### src/rtl/reflet_mem_arbiter_pkg.sv
// Shared definitions for the reflet memory arbiter: FSM state type and
// the width helper for the ownership quantum counter.
package reflet_mem_arbiter_pkg;

  typedef enum logic [1:0] {
    ARB_IDLE   = 2'd0,
    ARB_SWITCH = 2'd1,
    ARB_OWN    = 2'd2
  } arb_state_t;

  // Counter must hold 0..quantum-1; a quantum of 1 still needs one bit.
  function automatic int cnt_width(input int q);
    return (q > 1) ? $clog2(q) : 1;
  endfunction

endpackage

### src/rtl/reflet_mem_arbiter_if.sv
// Bundle of the two master-side bus ports and the shared memory bus.
//  mX_req/addr/data_out/write_en : requests from master X
//  mX_enable/data_in             : run enable and read data back to master X
//  bus_addr/data_out/write_en    : shared memory bus towards the memory map
//  bus_data_in                   : OR-ed read data (valid one cycle after addr)
// The arbiter uses the slave view; masters and memories use the master view.
interface reflet_mem_arbiter_if #(
  parameter int wordsize = 16
);
  logic                m0_req;
  logic [wordsize-1:0] m0_addr;
  logic [wordsize-1:0] m0_data_out;
  logic                m0_write_en;
  logic                m0_enable;
  logic [wordsize-1:0] m0_data_in;

  logic                m1_req;
  logic [wordsize-1:0] m1_addr;
  logic [wordsize-1:0] m1_data_out;
  logic                m1_write_en;
  logic                m1_enable;
  logic [wordsize-1:0] m1_data_in;

  logic [wordsize-1:0] bus_addr;
  logic [wordsize-1:0] bus_data_out;
  logic                bus_write_en;
  logic [wordsize-1:0] bus_data_in;

  modport slave (
    input  m0_req, m0_addr, m0_data_out, m0_write_en,
    output m0_enable, m0_data_in,
    input  m1_req, m1_addr, m1_data_out, m1_write_en,
    output m1_enable, m1_data_in,
    output bus_addr, bus_data_out, bus_write_en,
    input  bus_data_in
  );

  modport master (
    output m0_req, m0_addr, m0_data_out, m0_write_en,
    input  m0_enable, m0_data_in,
    output m1_req, m1_addr, m1_data_out, m1_write_en,
    input  m1_enable, m1_data_in,
    input  bus_addr, bus_data_out, bus_write_en,
    output bus_data_in
  );
endinterface

### src/rtl/reflet_quantum_counter.sv
// Ownership-length counter for the arbiter.
//  clk, reset : clock, asynchronous active-low reset
//  clear      : force count to 0 (has priority over inc)
//  inc        : count up, saturating at quantum-1
//  expired    : count has reached quantum-1
module reflet_quantum_counter
  import reflet_mem_arbiter_pkg::*;
#(
  parameter int quantum = 8
) (
  input  logic clk,
  input  logic reset,
  input  logic clear,
  input  logic inc,
  output logic expired
);
  localparam int CW = cnt_width(quantum);
  localparam logic [CW-1:0] LIMIT = CW'(quantum - 1);

  logic [CW-1:0] count;

  always_ff @(posedge clk or negedge reset) begin
    if (!reset) begin
      count <= '0;
    end else if (clear) begin
      count <= '0;
    end else if (inc && (count != LIMIT)) begin
      count <= count + CW'(1);
    end
  end

  assign expired = (count == LIMIT);

endmodule

### src/rtl/reflet_mem_arbiter.sv
// Time-sliced arbiter sharing one 1-cycle-latency reflet memory bus between
// two masters. The non-owner is stalled through its enable; read data is
// steered back to whichever master drove the address on the previous cycle.
//  clk   : system clock
//  reset : asynchronous active-low reset
//  arb   : master/bus signal bundle (slave view)
//  grant : current/incoming owner index
//  busy  : high whenever the arbiter is not idle
module reflet_mem_arbiter
  import reflet_mem_arbiter_pkg::*;
#(
  parameter int wordsize = 16,
  parameter int quantum  = 8
) (
  input  logic                clk,
  input  logic                reset,
  reflet_mem_arbiter_if.slave arb,
  output logic                grant,
  output logic                busy
);
  arb_state_t state, state_next;
  logic       grant_next;
  logic       last_owner, last_owner_next;
  logic       owner_d, owner_d_valid;
  logic       expired;
  logic       own_req, other_req;

  reflet_quantum_counter #(.quantum(quantum)) u_quantum (
    .clk     (clk),
    .reset   (reset),
    .clear   (state != ARB_OWN),
    .inc     (state == ARB_OWN),
    .expired (expired)
  );

  always_ff @(posedge clk or negedge reset) begin
    if (!reset) begin
      state         <= ARB_IDLE;
      grant         <= 1'b0;
      last_owner    <= 1'b1;
      owner_d       <= 1'b0;
      owner_d_valid <= 1'b0;
    end else begin
      state         <= state_next;
      grant         <= grant_next;
      last_owner    <= last_owner_next;
      owner_d       <= grant;
      owner_d_valid <= (state != ARB_IDLE);
    end
  end

  assign own_req   = grant ? arb.m1_req : arb.m0_req;
  assign other_req = grant ? arb.m0_req : arb.m1_req;

  always_comb begin
    state_next      = state;
    grant_next      = grant;
    last_owner_next = last_owner;
    unique case (state)
      ARB_IDLE: begin
        if (arb.m0_req && arb.m1_req) begin
          state_next = ARB_SWITCH;
          grant_next = ~last_owner;
        end else if (arb.m0_req) begin
          state_next = ARB_SWITCH;
          grant_next = 1'b0;
        end else if (arb.m1_req) begin
          state_next = ARB_SWITCH;
          grant_next = 1'b1;
        end
      end
      ARB_SWITCH: begin
        state_next = ARB_OWN;
      end
      ARB_OWN: begin
        // An owner drop takes precedence, so a drop on the expiry edge
        // resolves exactly like a plain drop.
        if (!own_req) begin
          last_owner_next = grant;
          if (other_req) begin
            state_next = ARB_SWITCH;
            grant_next = ~grant;
          end else begin
            state_next = ARB_IDLE;
          end
        end else if (expired && other_req) begin
          last_owner_next = grant;
          state_next      = ARB_SWITCH;
          grant_next      = ~grant;
        end
      end
      default: begin
        state_next = ARB_IDLE;
      end
    endcase
  end

  // Bus and enables are additionally gated by reset so an in-flight write
  // strobe is cut combinationally when reset asserts.
  always_comb begin
    arb.bus_addr     = '0;
    arb.bus_data_out = '0;
    arb.bus_write_en = 1'b0;
    arb.m0_enable    = 1'b0;
    arb.m1_enable    = 1'b0;
    if (reset) begin
      unique case (state)
        ARB_SWITCH: begin
          arb.bus_addr     = grant ? arb.m1_addr : arb.m0_addr;
          arb.bus_data_out = grant ? arb.m1_data_out : arb.m0_data_out;
        end
        ARB_OWN: begin
          arb.bus_addr     = grant ? arb.m1_addr : arb.m0_addr;
          arb.bus_data_out = grant ? arb.m1_data_out : arb.m0_data_out;
          arb.bus_write_en = grant ? arb.m1_write_en : arb.m0_write_en;
          arb.m0_enable    = ~grant;
          arb.m1_enable    = grant;
        end
        default: begin
        end
      endcase
    end
  end

  assign arb.m0_data_in = (owner_d_valid && !owner_d) ? arb.bus_data_in : '0;
  assign arb.m1_data_in = (owner_d_valid &&  owner_d) ? arb.bus_data_in : '0;

  assign busy = (state != ARB_IDLE);

endmodule

### src/flat_wrapper.sv
// flat-port wrapper written by rule: the top's interface ports become plain ports
module reflet_mem_arbiter_flat import reflet_mem_arbiter_pkg::*;
#(
  parameter int wordsize = 16,
  parameter int quantum  = 8
)
  (clk, reset, grant, busy, arb_m0_req, arb_m0_addr, arb_m0_data_out, arb_m0_write_en, arb_m0_enable, arb_m0_data_in, arb_m1_req, arb_m1_addr, arb_m1_data_out, arb_m1_write_en, arb_m1_enable, arb_m1_data_in, arb_bus_addr, arb_bus_data_out, arb_bus_write_en, arb_bus_data_in);
  reflet_mem_arbiter_if #(.wordsize(wordsize)) arb_i ();
  input  logic clk;
  input  logic reset;
  output logic grant;
  output logic busy;
  input wire logic [$bits(arb_i.m0_req)-1:0] arb_m0_req;
  input wire logic [$bits(arb_i.m0_addr)-1:0] arb_m0_addr;
  input wire logic [$bits(arb_i.m0_data_out)-1:0] arb_m0_data_out;
  input wire logic [$bits(arb_i.m0_write_en)-1:0] arb_m0_write_en;
  output wire logic [$bits(arb_i.m0_enable)-1:0] arb_m0_enable;
  output wire logic [$bits(arb_i.m0_data_in)-1:0] arb_m0_data_in;
  input wire logic [$bits(arb_i.m1_req)-1:0] arb_m1_req;
  input wire logic [$bits(arb_i.m1_addr)-1:0] arb_m1_addr;
  input wire logic [$bits(arb_i.m1_data_out)-1:0] arb_m1_data_out;
  input wire logic [$bits(arb_i.m1_write_en)-1:0] arb_m1_write_en;
  output wire logic [$bits(arb_i.m1_enable)-1:0] arb_m1_enable;
  output wire logic [$bits(arb_i.m1_data_in)-1:0] arb_m1_data_in;
  output wire logic [$bits(arb_i.bus_addr)-1:0] arb_bus_addr;
  output wire logic [$bits(arb_i.bus_data_out)-1:0] arb_bus_data_out;
  output wire logic [$bits(arb_i.bus_write_en)-1:0] arb_bus_write_en;
  input wire logic [$bits(arb_i.bus_data_in)-1:0] arb_bus_data_in;
  assign arb_i.m0_req = arb_m0_req;
  assign arb_i.m0_addr = arb_m0_addr;
  assign arb_i.m0_data_out = arb_m0_data_out;
  assign arb_i.m0_write_en = arb_m0_write_en;
  assign arb_m0_enable = arb_i.m0_enable;
  assign arb_m0_data_in = arb_i.m0_data_in;
  assign arb_i.m1_req = arb_m1_req;
  assign arb_i.m1_addr = arb_m1_addr;
  assign arb_i.m1_data_out = arb_m1_data_out;
  assign arb_i.m1_write_en = arb_m1_write_en;
  assign arb_m1_enable = arb_i.m1_enable;
  assign arb_m1_data_in = arb_i.m1_data_in;
  assign arb_bus_addr = arb_i.bus_addr;
  assign arb_bus_data_out = arb_i.bus_data_out;
  assign arb_bus_write_en = arb_i.bus_write_en;
  assign arb_i.bus_data_in = arb_bus_data_in;
  reflet_mem_arbiter #(.wordsize(wordsize), .quantum(quantum)) u_core (.clk(clk), .reset(reset), .arb(arb_i), .grant(grant), .busy(busy));
endmodule
### config.mk
export PLATFORM = sky130hd
export DESIGN_NAME = reflet_mem_arbiter_flat
export DESIGN_NICKNAME = d
export VERILOG_FILES = /design/src/rtl/reflet_mem_arbiter_pkg.sv /design/src/rtl/reflet_mem_arbiter_if.sv /design/src/rtl/reflet_quantum_counter.sv /design/src/rtl/reflet_mem_arbiter.sv /design/src/flat_wrapper.sv
export SDC_FILE = /design/constraint.sdc
export NUM_CORES = 1
export LEC_CHECK = 0
export BUFFER_PORTS_ARGS = -buffer_cell sky130_fd_sc_hd__buf_2
export CAP_MARGIN = 30
export CORE_MARGIN = 4
export CORE_UTILIZATION = 31
export CTS_BUF_LIST = sky130_fd_sc_hd__clkbuf_8
export DETAILED_ROUTE_END_ITERATION = 10
export GPL_ROUTABILITY_DRIVEN = 0
export PLACE_DENSITY = 0.88
export SYNTH_ARGS = -nofsm -noshare
export SYNTH_HDL_FRONTEND = slang
export SYNTH_SLANG_ARGS = --single-unit
### constraint.sdc
create_clock -name clk -period 1.76 [get_ports clk]
set_input_delay 0.264 -clock clk [delete_from_list [all_inputs] [get_ports clk]]
set_output_delay 0.264 -clock clk [all_outputs]
set_load 0.05 [all_outputs]
==> metrics.md, run 1 <==
| Metric | Value |
|---|---|
| Outcome | finished with violations |
| Failing checks | negative setup slack |
| Max Clk Rate | 0.545 GHz |
| CP Max Fanout | 4 |
| Num CTS Buffers | 3 |
| Worst VDD drop | 0.000925 V |
| Layout cells sized above 1 | 0.703 |
| Worst r2r dst | u_core.grant$_DFFE_PN0P_ |
| Worst-margin pin slew | 0.311 ns |
| Final Hold Violating Endpoints | 0 |
| DR iter-0 viols | 20 |
| First-pass GRT wire length | about 8400 µm |
| Post-synth ARST share | 1.00 |
| Xor/xnor cell area share of the yosys netlist | 0.00686 |
| Largest net degree at the start of global routing | 22 |
| Top Layer Used | met4 |
| Hold WC Path Type | input port to asynchronous set/reset pin |
| Die W | 72.2 µm |
| Clock Skew | around 0.0012 ns |
| Post-synth EDFFs | 0 |
| Clock sinks | 9 |
| I/O pin count | 155 |
| Clk root buf | clkbuf_8 |
| Top FF cell, synth | dfrtp_1 |
| P_leak | 0.00162 µW |
| Row count | 23 |
| Final Slew Violations | 0 |
| Flop-to-flop setup slack | 0.09 ns |
| Mux cell area share after synthesis | 0.296 |
| Final min period | 1.83 ns |
| Synthesized net count | 255 |
| Post-synthesis cell count | 163 |
| R2R cell count | 7 |
| Hpwl dp | 4200 µm |
| Seq/Total Area, Yosys | 0.177 |
| Clock slew at reported path FFs | 0.05 ns |
| Vias in the first global route | 1984 |
| Die ar. | 0.00521 mm² |
| Critical Path AT | around 1.6 ns |
| Crit. End Element | primary output |
| Met3 Wirelength | just under 800 µm |
| Area grow syn2layout | 131% |
| Detailed Routing Iterations Pass 1 | 4 |
| GRT Overall Usage | 0.199 |
| Crit Reg-Reg Startpoint | u_core.state[0]$_DFFE_PN0P_ |
| Number of port buffers | ~150 |
| Congestion Overflow GR | 0 |
| Unrepaired setup endpoints after global routing | true |
| Starting Density | 0.319 |
| Syn Area/Cell | about 8 µm² |
| Commonest cells post-synth | 34 x mux2i_1, 33 x nor2_1, 18 x and2_1, 18 x and3_1, 8 x dfrtp_1 |
| PnR worst setup slack | -0.0745 ns |
| Fill cells | around 290 |
| Worst slew margin | 0.787 |
| Largest family of logic cells by synthesized area | simple AND/OR/NAND/NOR gates |
| PwrDens | 1890 mW/mm² |
| Post-synthesis simple-gate area fraction | 0.339 |
| Yosys reg bits | 9 |
| Unique masters post-synth | 30 |
| Clock latency on the worst-skew pair | 0.23 ns |
| Residual DRC | 0 |
| Routed vias/inst | between 4 and 5 |
| Met2 WL | 3220 µm |
| Initial antenna violation count | 0 |
| Detailed-route via count | 1857 |
| Antenna Cells | 0 |
| Synth warn | 0 |
| Final setup vio count | 14 |
| CP Class | register to primary output |
| Layout net count | 423 |
| Wl on met1 | approximately 1900 µm |
| Period utilization | 1.04 |
| MaxCap Viol Count | 0 |
| CTS tree | yes |
| Average wire per standard cell | 15.7 µm |
| CP Launch Type | register |
| Core area | 0.00400 mm² |
| Final Power | approximately 5600 µW |
| Die height | 72.2 µm |
| H-tree depth | 1 |
| Post-Synthesis Cell Area | 0.00128 mm² |
| CP required | approximately 1.5 ns |
| Post-synthesis adder-cell area fraction | 0.0588 |
| Longest Clk Path Bufs | 2 |
| Final ANT Viol Nets | 0 |
| Yosys top cell area share | 0.266 |
| Min Hold Slack | 0.0809 ns |
| Largest area contributor in the netlist | mux2i_1 |
| Count leader, synth | mux2i_1 |
| Final wirelength | 5970 µm |
| Top cells by area, synth | mux2i_1 27%, dfrtp_1 16%, nor2_1 9.7% |
| Synth Area in Compound Gates | 0.0588 |
where the power goes:
part           leakage (µW)  internal [µW]  switching [µW]  total, µW
clock network     0.0000269            152            86.7        239
logic               0.00149           1910            3080       4990
registers          0.000109            288            69.3        357
total               0.00162           2350            3230       5580
area by class of cell:
cell class,instances,area [µm²],share of cell area
multi-input combinational,137,1270,0.431
inverter,5,18.8,0.00636
clock buffer,3,41.3,0.0140
clock inverter,1,3.75,0.00127
sequential,9,228,0.0771
timing repair buffer,175,1330,0.449
tap,50,62.6,0.0212
registers in the layout, indices dropped and copies added, names as in the netlist:
signal,flops
u_core.u_quantum.count,3
u_core.grant,1
u_core.owner_d_valid,1
u_core.state,2
u_core.owner_d,1
u_core.last_owner,1
worst max path at each step:
stage	start	endpoint	slack, ns	cells past startpoint
after floorplan	u_core.state[0]$_DFFE_PN0P_	arb_bus_write_en	-0.18	5
after global placement	u_core.state[1]$_DFFE_PN0P_	arb_bus_addr[15]	0.11	6
after detailed placement	u_core.state[1]$_DFFE_PN0P_	arb_bus_addr[15]	0.05	6
after CTS	u_core.state[0]$_DFFE_PN0P_	arb_bus_write_en	-0.05	6
after global routing	u_core.state[0]$_DFFE_PN0P_	arb_bus_write_en	-0.12	6
final	u_core.state[0]$_DFFE_PN0P_	arb_bus_write_en	-0.07	6
logic make-up (layout without fill, tap and decap cells):
family | count (synthesis) | in the layout
xor gates and xnor gates | 1 | 1
adders and majority gates | 6 | 6
muxes | 37 | 37
DFF | 9 | 9
and+or+nand+nor | 82 | 82
buffers and inverters | 17 | 184
AOI/OAI and AO/OA | 11 | 11
per-layer routing:
metal  GRT usage  vias up
met5           0        -
met4      0.0438        0
met3      0.0582        8
met2       0.392      126
met1       0.202      833
li1            -      890
cell usage in the layout, fill, tap and decap left out, drive strengths merged, types with 3 or more instances in the layout:
cell	instances
ha	6
inv	6
nor2b	4
nand2	3
mux2	3
dfrtp	8
and3	18
clkbuf	5
mux2i	34
buf	172
and2	18
nor2	33
a21oi	4
worst max-delay path: stages, from the launching register on:
cell and delay [ns]:
dfrtp_1 0.36, inv_2 0.06, ha_2 0.20, buf_4 0.14, and3_2 0.20, a22o_2 0.22, buf_8 0.15
repair_timing:
item                                    CTS  global route
cloned                                    2             2
resized for setup                        76            25
endpoints found under the hold margin     3             0
setup buffers                             3             1
hold buffers                              1             0
pin swaps                                11             7
endpoints found under the setup margin   34            53
metrics by stage:
| stage | std cells | utilization | worst slack, ns | setup TNS, ns | area [µm²] |
|---|---|---|---|---|---|
| floorplan | 163 | - | -0.182 | -0.618 | 1520 |
| global placement | 367 | 0.607 | 0.111 | 0 | 2430 |
| detailed placement | 367 | 0.607 | 0.0474 | 0 | 2430 |
| CTS | 377 | 0.701 | -0.0514 | -0.148 | 2810 |
| global route | 380 | 0.738 | -0.115 | -1.83 | 2950 |
| finish | 380 | 0.738 | -0.0745 | -0.157 | 2950 |
Power figures use the tool's default switching activity.
==> run 2: changes to the inputs <==
--- a/config.mk
+++ b/config.mk
@@ -7,7 +7,7 @@
 export LEC_CHECK = 0
 export BUFFER_PORTS_ARGS = -buffer_cell sky130_fd_sc_hd__buf_2
 export CAP_MARGIN = 30
-export CORE_MARGIN = 4
+export CORE_MARGIN = 1
 export CORE_UTILIZATION = 31
 export CTS_BUF_LIST = sky130_fd_sc_hd__clkbuf_8
 export DETAILED_ROUTE_END_ITERATION = 10
==> metrics.md, run 2 (synthesized netlist as in run 1, its figures left out) <==
| Metric | Value |
|---|---|
| Starting Density | 0.336 (was 0.319) |
| Congestion Overflow GR | 0 (unchanged) |
| I/O pin count | 155 (unchanged) |
| DR iter-0 viols | 22 (was 20) |
| Num CTS Buffers | 3 (unchanged) |
| Setup TNS | -0.315 ns (was -0.157 ns) |
| Most common cell after layout, fill and taps aside | buf_2 (unchanged) |
| Detailed-route via count | 1837 (was 1857) |
| Critical Path AT | 1.54 ns (was 1.57 ns) |
| Largest Register | u_core.u_quantum.count (unchanged) |
| Non-filler cells, final | 375 (was 380) |
| Die W | 66.2 µm (was 72.2 µm) |
| Residual DRC | 0 (unchanged) |
| Clock Skew | 0.000460 ns (was 0.00125 ns) |
| Clock slew at reported path FFs | 0.05 ns (about the same) |
| H-tree depth | 1 (unchanged) |
| Crit Reg-Reg Startpoint | u_core.state[0]$_DFFE_PN0P_ (unchanged) |
| Clock latency on the worst-skew pair | 0.24 ns (was 0.23 ns) |
| Layout cells sized above 1 | 0.694 (was 0.703) |
| Met1 usage | 0.223 (was 0.202) |
| PnR worst setup slack | -0.0418 ns (was -0.0745 ns) |
| PwrDens | 1870 mW/mm² (was 1890 mW/mm²) |
| Final Hold Violating Endpoints | 0 (unchanged) |
| Final Slew Violations | 0 (unchanged) |
| R2R cell count | 6 (was 7) |
| Final setup vio count | 17 (was 14) |
| Period utilization | 1.02 (was 1.04) |
| Largest net degree at the start of global routing | 21 (was 22) |
| Commonest cells after routing, fill and taps aside | 121 x buf_2, 32 x mux2i_1, 32 x nor2_4 (was 121 x buf_2, 32 x nor2_4, 29 x mux2i_1) |
| Detailed Routing Iterations Pass 1 | 4 (unchanged) |
| Number of port buffers | 154 (unchanged) |
| Vias in the first global route | 1623 (was 1984) |
| Crit. End Element | primary output (unchanged) |
| Core area | 0.00380 mm² (was 0.00400 mm²) |
| Final wirelength | 5560 µm (was 5970 µm) |
| P_leak | 0.00160 µW (was 0.00162 µW) |
| Layout net count | 420 (was 423) |
| Routed vias/inst | 4.90 (was 4.89) |
| Longest Clk Path Bufs | 2 (unchanged) |
| Max Clk Rate | 0.555 GHz (was 0.545 GHz) |
| Average wire per standard cell | 14.8 µm (was 15.7 µm) |
| Final Power | 5400 µW (was 5580 µW) |
| Worst VDD drop | 0.00115 V (was 0.000925 V) |
| CP Max Fanout | 8 (was 4) |
| CP required | 1.50 ns (about the same) |
| Final min period | 1.80 ns (was 1.83 ns) |
| Initial antenna violation count | 0 (unchanged) |
| Grt met3 use | 0.0379 (was 0.0582) |
| Final ANT Viol Nets | 0 (unchanged) |
| Min Hold Slack | 0.0652 ns (was 0.0809 ns) |
| Cell total after placement | 365 (was 367) |
| Clock sinks | 9 (unchanged) |
| Failing checks | negative setup slack (unchanged) |
| Worst slew margin | 0.755 (was 0.787) |
| Area grow syn2layout | 126% (was 131%) |
| MaxCap Viol Count | 0 (unchanged) |
| CP Class | register to primary output (unchanged) |
| Top flop regs | u_core.u_quantum.count (3), u_core.state (2) (unchanged) |
| GRT Overall Usage | 0.214 (was 0.199) |
| Critical Path Source | u_core.state[1]$_DFFE_PN0P_ (was u_core.state[0]$_DFFE_PN0P_) |
| Die ar. | 0.00438 mm² (was 0.00521 mm²) |
| Row count | 22 (was 23) |
| Met2 GRT Util | 0.402 (was 0.392) |
| Max FFs per register | 3 (unchanged) |
| Hpwl dp | 3690 µm (was 4200 µm) |
| CP Launch Type | register (unchanged) |
| Most Used Layer, Global Route | met2 (unchanged) |
| Die height | 66.2 µm (was 72.2 µm) |
| Clk root buf | clkbuf_8 (unchanged) |
| Unrepaired setup endpoints after global routing | true (unchanged) |
| Worst-margin pin slew | 0.357 ns (was 0.311 ns) |
| Antenna Cells | 0 (unchanged) |
| CTS tree | yes (unchanged) |
| Outcome | finished with violations (unchanged) |
| Hold WC Path Type | input port to asynchronous set/reset pin (unchanged) |
| First-pass GRT wire length | 7070 µm (was 8430 µm) |
==> run 2: routing by layer <==
metal / vias up / routed length (µm)
met3: 16 / 445
met1: 814 / 1920
li1: 885 / -
met4: 0 / 191
met5: - / 0
met2: 122 / 3010
==> run 2: layout make-up <==
| class | count | area [µm²] |
|---|---|---|
| clock inverters | 1 | 5.00 |
| clock buffers | 3 | 41.3 |
| fillers | 258 | 911 |
| multi-input cells | 137 | 1260 |
| inverters | 5 | 18.8 |
| repair buffers | 172 | 1270 |
| well taps | 48 | 60.1 |
| flip-flops and latches | 9 | 228 |
==> run 2: per-stage QoR <==
step / util / area (µm²) / setup WS (ns)
3_3_place_gp: 0.636 / 2410 / 0.122
3_5_place_dp: 0.636 / 2410 / 0.0919
2_1_floorplan: - / 1520 / -0.182
4_1_cts: 0.709 / 2700 / -0.0568
5_1_grt: 0.760 / 2890 / -0.0885
6_report: 0.760 / 2890 / -0.0418
==> run 2: critical path, cell delays in order, from the launching register on <==
cell and delay (ns):
dfrtp_1 0.39, inv_2 0.07, ha_4 0.29, nand2_8 0.07
clkbuf_16 0.19, nor2_4 0.12, buf_8 0.15
==> run 2: what timing repair did <==
action | in CTS | in global routing
pin swaps | 0 | 25
hold endpoints to repair | 3 | 0
gates cloned | 0 | 2
endpoints found under the setup margin | 33 | 52
hold buffers | 1 | 0
setup buffers | 2 | 1
gates resized for setup | 67 | 35
==> run 2: path summary, 6_finish.rpt <==
check                                                        end  slack [ns]
max                                              arb_bus_addr[4]       -0.04
min                        u_core.u_quantum.count[2]$_DFFE_PN0P_        0.07
max reg2reg                             u_core.grant$_DFFE_PN0P_        0.11
min reg2reg                        u_core.last_owner$_DFFE_PN1P_        0.56
max in group asynchronous               u_core.grant$_DFFE_PN0P_        1.03
min in group clk                   u_core.last_owner$_DFFE_PN1P_        0.28
==> run 2: power by group <==
| part | leakage [µW] | internal [µW] | switching (µW) | total (µW) |
|---|---|---|---|---|
| registers | 0.000109 | 287 | 64.6 | 352 |
| clock network | 0.0000255 | 155 | 92.6 | 248 |
| logic | 0.00147 | 1770 | 3030 | 4800 |
| total | 0.00160 | 2220 | 3190 | 5400 |
==> run 3: changes to the inputs <==
--- a/config.mk
+++ b/config.mk
@@ -12,7 +12,9 @@
 export CTS_BUF_LIST = sky130_fd_sc_hd__clkbuf_8
 export DETAILED_ROUTE_END_ITERATION = 10
 export GPL_ROUTABILITY_DRIVEN = 0
-export PLACE_DENSITY = 0.88
+export PLACE_DENSITY = 0.79
+export RECOVER_POWER = 100
+export SKIP_CTS_REPAIR_TIMING = 1
 export SYNTH_ARGS = -nofsm -noshare
 export SYNTH_HDL_FRONTEND = slang
 export SYNTH_SLANG_ARGS = --single-unit
==> metrics.md, run 3 (synthesized netlist as in run 1, its figures left out) <==
| Metric | Value |
|---|---|
| Reg power frac | 0.066 (was 0.065) |
| Layout cells sized above 1 | 0.683 (was 0.694) |
| Pint | 2170 µW (was 2220 µW) |
| Clock latency on the worst-skew pair | 0.24 ns (about the same) |
| Clock slew at reported path FFs | 0.05 ns (about the same) |
| Clk pwr share | 0.046 (about the same) |
| CP Launch Type | register (unchanged) |
| Vias in the first global route | 1591 (was 1623) |
| Hpwl dp | 3820 µm (was 3690 µm) |
| Critical Path Source | u_core.state[1]$_DFFE_PN0P_ (unchanged) |
| Clk root buf | clkbuf_8 (unchanged) |
| NetSw | 3150 µW (was 3190 µW) |
| GRT Overall Usage | 0.195 (was 0.214) |
| Final min period | 1.85 ns (was 1.80 ns) |
| Largest net degree at the start of global routing | 22 (was 21) |
| CP required | 1.50 ns (about the same) |
| Average wire per standard cell | 14.5 µm (was 14.8 µm) |
| CTS tree | yes (unchanged) |
| Max FFs per register | 3 (unchanged) |
| PwrDens | 1870 mW/mm² (about the same) |
| Starting Density | 0.336 (unchanged) |
| Clock Skew | 0.00489 ns (was 0.000460 ns) |
| Final Hold Violating Endpoints | 0 (unchanged) |
| CP Class | register to primary output (unchanged) |
| MaxCap Viol Count | 0 (unchanged) |
| Die W | 66.2 µm (unchanged) |
| Comb power frac | 0.888 (was 0.889) |
| H-tree depth | 1 (unchanged) |
| Crit Reg-Reg Startpoint | u_core.u_quantum.count[0]$_DFFE_PN0P_ (was u_core.state[0]$_DFFE_PN0P_) |
| Worst slew margin | 0.750 (was 0.755) |
| Hold WC Path Type | input port to asynchronous set/reset pin (unchanged) |
| Residual DRC | 0 (unchanged) |
| Core Util, Final | 0.750 (was 0.760) |
| Row count | 22 (unchanged) |
| Max Clk Rate | 0.541 GHz (was 0.555 GHz) |
| Crit. End Element | primary output (unchanged) |
| Final ANT Viol Nets | 0 (unchanged) |
| Detailed Routing Iterations Pass 1 | 4 (unchanged) |
| CP Max Fanout | 7 (was 8) |
| Detailed-route via count | 1823 (was 1837) |
| Outcome | finished with violations (unchanged) |
| Worst VDD drop | 0.00125 V (was 0.00115 V) |
| Number of port buffers | 154 (unchanged) |
| Num CTS Buffers | 3 (unchanged) |
| Pre-CTS setup slack | 0.0221 ns (was 0.0919 ns) |
| Top flop regs | u_core.u_quantum.count (3), u_core.state (2) (unchanged) |
| Period utilization | 1.05 (was 1.02) |
| Final wirelength | 5360 µm (was 5560 µm) |
| Die height | 66.2 µm (unchanged) |
| Antenna Cells | 0 (unchanged) |
| DR iter-0 viols | 46 (was 22) |
| Failing checks | negative setup slack (unchanged) |
| Die ar. | 0.00438 mm² (unchanged) |
| First-pass GRT wire length | 6640 µm (was 7070 µm) |
| P_leak | 0.00157 µW (was 0.00160 µW) |
| Unrepaired setup endpoints after global routing | true (unchanged) |
| Critical Path AT | 1.58 ns (was 1.54 ns) |
| PnR worst setup slack | -0.0883 ns (was -0.0418 ns) |
| Routed vias/inst | 4.93 (was 4.90) |
| Final Slew Violations | 0 (unchanged) |
| Longest Clk Path Bufs | 2 (unchanged) |
| Clock sinks | 9 (unchanged) |
| Core area | 0.00380 mm² (unchanged) |
| Design Area, Final | 0.00285 mm² (was 0.00289 mm²) |
| I/O pin count | 155 (unchanged) |
| Area grow syn2layout | 123% (was 126%) |
| Area after DPL | 0.00241 mm² (about the same) |
| Initial antenna violation count | 0 (unchanged) |
| Largest Register | u_core.u_quantum.count (unchanged) |
| Worst-margin pin slew | 0.364 ns (was 0.357 ns) |
| Switching share of power | 0.592 (was 0.590) |
| Layout net count | 415 (was 420) |
| Commonest cells after routing, fill and taps aside | 119 x buf_2, 33 x mux2i_1, 32 x nor2_4 (was 121 x buf_2, 32 x mux2i_1, 32 x nor2_4) |
| Congestion Overflow GR | 0 (unchanged) |
| Most common cell after layout, fill and taps aside | buf_2 (unchanged) |
| Final setup vio count | 31 (was 17) |
run 3: cell count changes in the layout (fill, tap and decap cells not counted), sizes merged:
cell	delta
clkbuf	+2
buf	-7
run 3: final timing paths:
path	to	cells past startpoint	slack (ns)
max in group asynchronous	u_core.grant$_DFFE_PN0P_	2	0.84
hold reg to reg	u_core.last_owner$_DFFE_PN1P_	2	0.53
setup / recovery	arb_bus_data_out[4]	6	-0.09
setup reg to reg	u_core.state[1]$_DFFE_PN0P_	6	0.13
hold / removal	u_core.last_owner$_DFFE_PN1P_	1	0.07
min in group clk	u_core.last_owner$_DFFE_PN1P_	2	0.29
run 3: critical path: stages, from the launching register on:
cell,delay (ns)
dfrtp_1,0.40
inv_2,0.08
ha_4,0.29
nand2_8,0.09
clkbuf_16,0.20
nor2_4,0.12
buf_8,0.16
run 3: power groups by stage:
| stage | clock network [µW] | registers (µW) | logic (µW) |
|---|---|---|---|
| 6_report | 244 | 353 | 4720 |
| 5_1_grt | 263 | 363 | 4950 |
| 4_1_cts | 250 | 344 | 4060 |
| 3_5_place_dp | 0 | 347 | 4050 |
| 3_3_place_gp | 0 | 342 | 4020 |
| 2_1_floorplan | 0 | 388 | 3090 |
run 3: cell type report:
class | instances | area (µm²)
sequential | 9 | 228
multi-input combinational | 137 | 1260
tap | 48 | 60.1
timing repair buffer | 167 | 1230
inverter | 5 | 18.8
fill | 277 | 951
clock buffer | 3 | 41.3
clock inverter | 1 | 5.00
run 3: through the flow:
step,hold slack [ns],std cells,TNS (ns),total power [µW]
2_1_floorplan,-0.0316,163,-0.618,3480
3_3_place_gp,0.154,363,0,4360
3_5_place_dp,0.158,363,0,4400
4_1_cts,-0.0972,367,-6.64,4660
5_1_grt,0.0707,370,-3.09,5580
6_report,0.0669,370,-1.08,5320
run 3: layer usage:
layer  vias to the layer above  global-route usage  wire length, µm
li1                        873                   -                -
met1                       834               0.194             1650
met2                       106               0.399             3130
met3                        10              0.0397              474
met4                         0              0.0479              112
met5                         -                   0                0
